## src/rtl/vec_mem_arbiter.sv

```systemverilog
// Round-robin arbiter and access sequencer for the single-port vector data memory.
// Requester 0 is the pipeline MEM stage, requester 1 the host/DMA vector loader.
//
// state | meaning
// IDLE  | no access in flight; arbitrate and latch the winner's request
// ISSUE | one-cycle mem_en strobe with latched we/addr/wdata
// WAIT  | read-latency down-count; load data captured at terminal count
// DONE  | one-cycle done pulse to the owner
module vec_mem_arbiter #(
  parameter int ADDR_W  = 21,
  parameter int DATA_W  = 192,
  parameter int MEM_LAT = 1
) (
  input  logic              clk,
  input  logic              rst,
  input  logic              p0_req,
  input  logic              p0_we,
  input  logic [ADDR_W-1:0] p0_addr,
  input  logic [DATA_W-1:0] p0_wdata,
  output logic              p0_gnt,
  output logic              p0_done,
  input  logic              p1_req,
  input  logic              p1_we,
  input  logic [ADDR_W-1:0] p1_addr,
  input  logic [DATA_W-1:0] p1_wdata,
  output logic              p1_gnt,
  output logic              p1_done,
  output logic [DATA_W-1:0] rdata,
  output logic              mem_en,
  output logic              mem_we,
  output logic [ADDR_W-1:0] mem_addr,
  output logic [DATA_W-1:0] mem_wdata,
  input  logic [DATA_W-1:0] mem_rdata,
  output logic              busy
);

  localparam int CNT_W = (MEM_LAT > 1) ? $clog2(MEM_LAT) : 1;
  localparam logic [CNT_W-1:0] CNT_LOAD = CNT_W'(MEM_LAT - 1);

  typedef enum logic [1:0] {IDLE, ISSUE, WAIT, DONE} state_t;

  state_t            state, state_nxt;
  logic              rr_ptr;
  logic              owner;
  logic              lat_we;
  logic [ADDR_W-1:0] lat_addr;
  logic [DATA_W-1:0] lat_wdata;
  logic [CNT_W-1:0]  cnt;
  logic              any_req;
  logic              win;

  assign any_req = p0_req | p1_req;
  // a lone requester wins outright; a tie goes to rr_ptr
  assign win = (p0_req & p1_req) ? rr_ptr : p1_req;

  always_ff @(posedge clk or posedge rst) begin
    if (rst) state <= IDLE;
    else     state <= state_nxt;
  end

  always_comb begin
    state_nxt = state;
    busy      = 1'b0;
    p0_gnt    = 1'b0;
    p1_gnt    = 1'b0;
    p0_done   = 1'b0;
    p1_done   = 1'b0;
    mem_en    = 1'b0;
    mem_we    = 1'b0;
    mem_addr  = lat_addr;
    mem_wdata = lat_wdata;
    case (state)
      IDLE: begin
        if (any_req) state_nxt = ISSUE;
      end
      ISSUE: begin
        busy      = 1'b1;
        p0_gnt    = ~owner;
        p1_gnt    = owner;
        mem_en    = 1'b1;
        mem_we    = lat_we;
        state_nxt = WAIT;
      end
      WAIT: begin
        busy   = 1'b1;
        p0_gnt = ~owner;
        p1_gnt = owner;
        if (cnt == '0) state_nxt = DONE;
      end
      DONE: begin
        busy      = 1'b1;
        p0_gnt    = ~owner;
        p1_gnt    = owner;
        p0_done   = ~owner;
        p1_done   = owner;
        state_nxt = IDLE;
      end
      default: state_nxt = IDLE;
    endcase
  end

  always_ff @(posedge clk or posedge rst) begin
    if (rst) begin
      rr_ptr    <= 1'b0;
      owner     <= 1'b0;
      lat_we    <= 1'b0;
      lat_addr  <= '0;
      lat_wdata <= '0;
      cnt       <= '0;
      rdata     <= '0;
    end else begin
      case (state)
        IDLE: begin
          if (any_req) begin
            owner     <= win;
            rr_ptr    <= ~win;
            lat_we    <= win ? p1_we    : p0_we;
            lat_addr  <= win ? p1_addr  : p0_addr;
            lat_wdata <= win ? p1_wdata : p0_wdata;
          end
        end
        ISSUE: cnt <= CNT_LOAD;
        WAIT: begin
          if (cnt == '0) begin
            if (!lat_we) rdata <= mem_rdata;
          end else begin
            cnt <= cnt - CNT_W'(1);
          end
        end
        default: ;
      endcase
    end
  end

endmodule
```

## config.mk

```make
export PLATFORM = sky130hd
export DESIGN_NAME = vec_mem_arbiter
export DESIGN_NICKNAME = d
export VERILOG_FILES = /design/src/rtl/vec_mem_arbiter.sv
export SDC_FILE = /design/constraint.sdc
export NUM_CORES = 1
export LEC_CHECK = 0
export CORE_AREA = 2 2 400 402
export DETAILED_ROUTE_END_ITERATION = 16
export DIE_AREA = 0 0 402 404
export PLACE_DENSITY = 0.33
export SLEW_MARGIN = 20
export SYNTH_ARGS = -nofsm -noshare
export SYNTH_HDL_FRONTEND = slang
export SYNTH_SLANG_ARGS = --single-unit
```

## constraint.sdc

```tcl
create_clock -name clk -period 14.6 [get_ports clk]
set_clock_uncertainty 0.2 [all_clocks]
set_input_delay 2.92 -clock clk [delete_from_list [all_inputs] [get_ports clk]]
set_output_delay 2.92 -clock clk [all_outputs]
set_load 0.01 [all_outputs]
```

**After elaboration in Yosys (flattened, before gate mapping)**

Cells that the tools add are included.

- Bitwise gates (word level): 6
- Add/subtract/negate cells: 1
- Muxes and demuxes: 16
- Reductions and logical operators: 6
- Eq/ne operators: 5

Operators by type and width:

| kind | count |
|---|---|
| $mux 192 | 1 |
| $mux 21 | 1 |
| $mux 1 | 10 |
| $pmux 2 s4 | 1 |
| $eq 2x2->1 const B | 2 |
| $mux 2 | 2 |
| $ne 2x2->1 const B | 2 |
| $not 1->1 | 4 |
| $reduce_and 2->1 | 2 |
| $reduce_and 3->1 | 1 |
| $reduce_or 3->1 | 1 |
| $eq 2x1->1 const B | 1 |
| $logic_not 2->1 | 1 |
| $pmux 1 s2 | 1 |
| $reduce_bool 2->1 | 1 |
| $and 1x1->1 | 1 |
| $or 1x1->1 | 1 |
| $sub 1x1->1 const B | 1 |

- Bits in registers: 411
- Logic and storage cells: 42
- Output and inout bits: 412

**Depth between registers and ports, before layout**

- Depth after elaboration: 3
- Mapped depth: 9

**Worst setup path after synthesis**

OpenSTA, ideal clock, no wires.

- Path kind: reg2out
- Start point: register state[1]
- End point: output mem_we
- Data required time: 11480 ps
- Setup slack: 10621 ps
- Cell stages (with the launch flop): 4
- Arrival time: 859 ps
- Cell sequence: dfrtp_1 > inv_1 > ha_1 > and2_1

- Cells in the longest elaborated chain, start to end: 2

Ends and longest elaborated chain:

| element | RTL line | RTL |
|---|---|---|
| start, declared | 42 | `state_t state, state_nxt;` |
| start signal, assigned | 58 | `else state <= state_nxt;` |
| $eq 2x1->1 | 72 | `case (state)` |
| $mux 1 | 72 |  |
| end, declared | 30 | `output logic mem_we,` |

No other way between the ends.

**Worst setup path after layout**

- Start point: input p0_req
- End point: register lat_wdata[56] (netlist: mem_wdata[56])

- Cells in the longest elaborated chain, start to end: 3
- Elaborated cells on any way between the ends: 5
- Classes of those cells: 2 x mux; 2 x bitwise; 1 x reduce/logical

Ends and longest elaborated chain:

| element | RTL line | RTL |
|---|---|---|
| start, declared | 16 | `input logic p0_req,` |
| $and 1x1->1 | 54 | `assign win = (p0_req & p1_req) ? rr_ptr : p1_req;` |
| $mux 1 | 54 |  |
| $mux 192 | 119 | `lat_wdata <= win ? p1_wdata : p0_wdata;` |
| end signal, assigned | 119 |  |
| end, declared | 47 | `logic [DATA_W-1:0] lat_wdata;` |

Several ways; a longest one is shown, not always the timed one.
A chain may end at the register's enable or synchronous reset.

==> flow_summary.json <==
{
  "cts_tree": "yes",
  "clock_latency_ns": 0.63,
  "vdd_drop_max_mv": 0.09808,
  "drive_gt1_share_pct": 11.66,
  "min_period_over_period_pct": 39.24,
  "ys_types": 24,
  "power_density_nw_per_um2": 217.8,
  "hp-class": "reg -> reg",
  "yosys_warnings": 0,
  "critPathRequiredTime_ns": 14.99,
  "grt_setup_unrepaired": "no",
  "h-tree-depth": 2,
  "synth_fp_nets": 2279,
  "drt_iter0_drc": 950,
  "placed_cell_area_um2": 30120,
  "wl_per_cell_um": 26.31,
  "synth_seq_cells": 410,
  "synthArstFlopShare_pct": 100.0,
  "syn_to_final_growth_pct": 78.71,
  "post_cts_buffers": 0,
  "synth.yosys.seq_area_share_pct": 57.39,
  "path_clk_slew_ns": 0.06,
  "critPathKind": "in -> reg",
  "die_x_um": 402,
  "fillers": 17350,
  "clockBufferDepth": 3,
  "port_buffers": 1035,
  "critPathCaptureType": "flop",
  "syn_avg_cell_area_um2": 10.84,
  "synth-edff-count": 0,
  "pin_count": 1036,
  "grt-busiest-layer": "met2",
  "grt_pass1_vias": 18360,
  "dieArea_um2": 162400,
  "p_total_uw": 6957,
  "worst_hold_path.num_cells": 1,
  "cp-start-kind": "primary input",
  "track_usage_pct": 14.60,
  "grtUsageMet1_pct": 17.24,
  "grt_util_met2_pct": 25.57,
  "dpl.hpwl_um": 92680,
  "use_met3_pct": 4.667,
  "die_h_um": 404,
  "utilization_pct": 20.24,
  "viasPerCell": 3.720,
  "drv_slew": 0,
  "grt_max_degree": 152,
  "cts.sinks": 410,
  "tightest_slew_ns": 1.146,
  "fp.coreArea_um2": 157800,
  "routabilityCongestion": 0.7960,
  "start_util_pct": 11.33,
  "hold_buffers": 0,
  "crit_arrival_ns": 6.12,
  "layout.nets": 3234,
  "clockRootBuffer": "clkbuf_16",
  "synth_area_um2": 17880,
  "cts_inserted_buffers": 57,
  "seqCellArea_um2": 10260,
  "multiInputGateArea_um2": 6660,
  "outcome": "finished, final reports clean",
  "rows": 146,
  "ctsResizeCount": 0,
  "grt_overflow": 0,
  "synth_top_flop_cell": "dfrtp_1",
  "r2r_cells": 7,
  "drc": 0,
  "fmaxAchievable_mhz": 174.6,
  "dr.pass1.iters": 5,
  "hold_viol_final": 0,
  "vias": 17590,
  "worstPathMaxFanout": 76,
  "totalWireLength_um": 124400,
  "hold_slack_ns": 0.3041,
  "setup-violations-final": 0,
  "cap_viol_max_count": 0,
  "final.setup.tns_ns": 0,
  "grt_pass1_wl_um": 165700,
  "leakagePower_uw": 0.01186,
  "stdcell_area_um2": 31950,
  "antenna_found_initial": 43,
  "syn_inst": 1650,
  "relSlewSlack_pct": 23.62,
  "antenna_violating_nets_post_route": 0,
  "period_minus_slack_ns": 5.729
}
## layout by cell type, fill, tap and decap left out, types with 3 or more instances in the layout
master	n
clkdlybuf4s50_1	1034
dfrtp_1	410
nor2_1	217
a31oi_1	216
a21oi_1	215
mux2_2	193
o21ai_1	160
clkbuf_16	57
o21ai_0	54
buf_4	23
clkbuf_1	20
clkbuf_8	12
clkinv_2	9
diode_2	6
ha_1	5
inv_1	3
clkinv_16	3
## routing by layer
metal / vias to the layer above / share of wire, %
met5: - / 0.24
met2: 691 / 50
li1: 7854 / -
met4: 42 / 2.2
met3: 153 / 7.4
met1: 8845 / 40
## power breakdown
part	internal (uW)	switching [uW]	total [uW]	leakage (uW)
Clock	780	624	1400	0.000884
Combinational	1700	1770	3470	0.00631
Sequential	1730	354	2080	0.00467
## metrics by stage
step / instances / worst slack (ns)
6_report: 4727 / 8.871
5_1_grt: 4723 / 8.759
4_1_cts: 4721 / 8.915
3_5_place_dp: 4618 / 8.201
3_3_place_gp: 4618 / 8.182
2_1_floorplan: 1650 / 0.07206
## cells by family (layout without fill, tap and decap cells)
family	Yosys count	in the layout	synth area share [%]
multiplexers	193	193	12.16
adder cells (fa/ha/maj)	5	5	0.3499
buffers and inverters	169	1168	5.571
other	0	6	0
AO/OA/AOI/OAI	648	648	19.71
flip-flops	410	410	57.39
AND/OR/NAND/NOR	225	225	4.822
## synth_stat cells, types with 2 or more instances
| cell | count | area [um2] |
|---|---|---|
| buf_2 | 57 | 285.3 |
| mux2_2 | 193 | 2173 |
| ha_1 | 5 | 62.56 |
| buf_4 | 43 | 322.8 |
| clkbuf_1 | 36 | 135.1 |
| nor2_1 | 217 | 814.5 |
| dfrtp_1 | 410 | 10260 |
| buf_1 | 3 | 11.26 |
| nor2b_1 | 4 | 25.02 |
| a31oi_1 | 216 | 1351 |
| a21oi_1 | 215 | 1076 |
| o21ai_0 | 54 | 270.3 |
| inv_1 | 4 | 15.01 |
| clkbuf_2 | 10 | 50.05 |
| buf_6 | 14 | 157.7 |
| o21ai_1 | 160 | 800.8 |
| and2_1 | 2 | 12.51 |
## worst max-delay path, stage by stage
cell and delay, ns:
clkdlybuf4s50_1 0.60, nand2b_4 0.55, buf_4 0.61, buf_4 0.86, a31oi_1 0.22, a21oi_1 0.20
## registers in the layout (all words and copies together) (netlist names)
| name | cells |
|---|---|
| lat_we | 1 |
| mem_addr | 21 |
| owner | 1 |
| state | 2 |
| rr_ptr | 1 |
| rdata | 192 |
| mem_wdata | 192 |
## cell type report
| class | count | share of cell area (%) |
|---|---|---|
| Timing Repair Buffer | 1060 | 33.10 |
| Sequential cell | 410 | 32.11 |
| Multi-Input combinational cell | 1071 | 20.85 |
| Tap cell | 2072 | 8.114 |
| Clock buffer | 88 | 5.173 |
| Clock inverter | 15 | 0.5013 |
| Inverter | 5 | 0.1057 |
| Antenna cell | 6 | 0.04699 |
## path summary, 6_finish.rpt
kind	slack [ns]	endpoint	from
max in group asynchronous	9.39	mem_wdata[144]	rst
min in group asynchronous	2.63	rdata[93]	rst
setup reg to reg	10.08	rdata[102]	state[0]
setup / recovery	8.87	mem_wdata[56]	p0_req
hold / removal	0.30	rdata[105]	rdata[105]
hold reg to reg	0.30	rdata[105]	rdata[105]
Power figures use the tool's default switching activity.
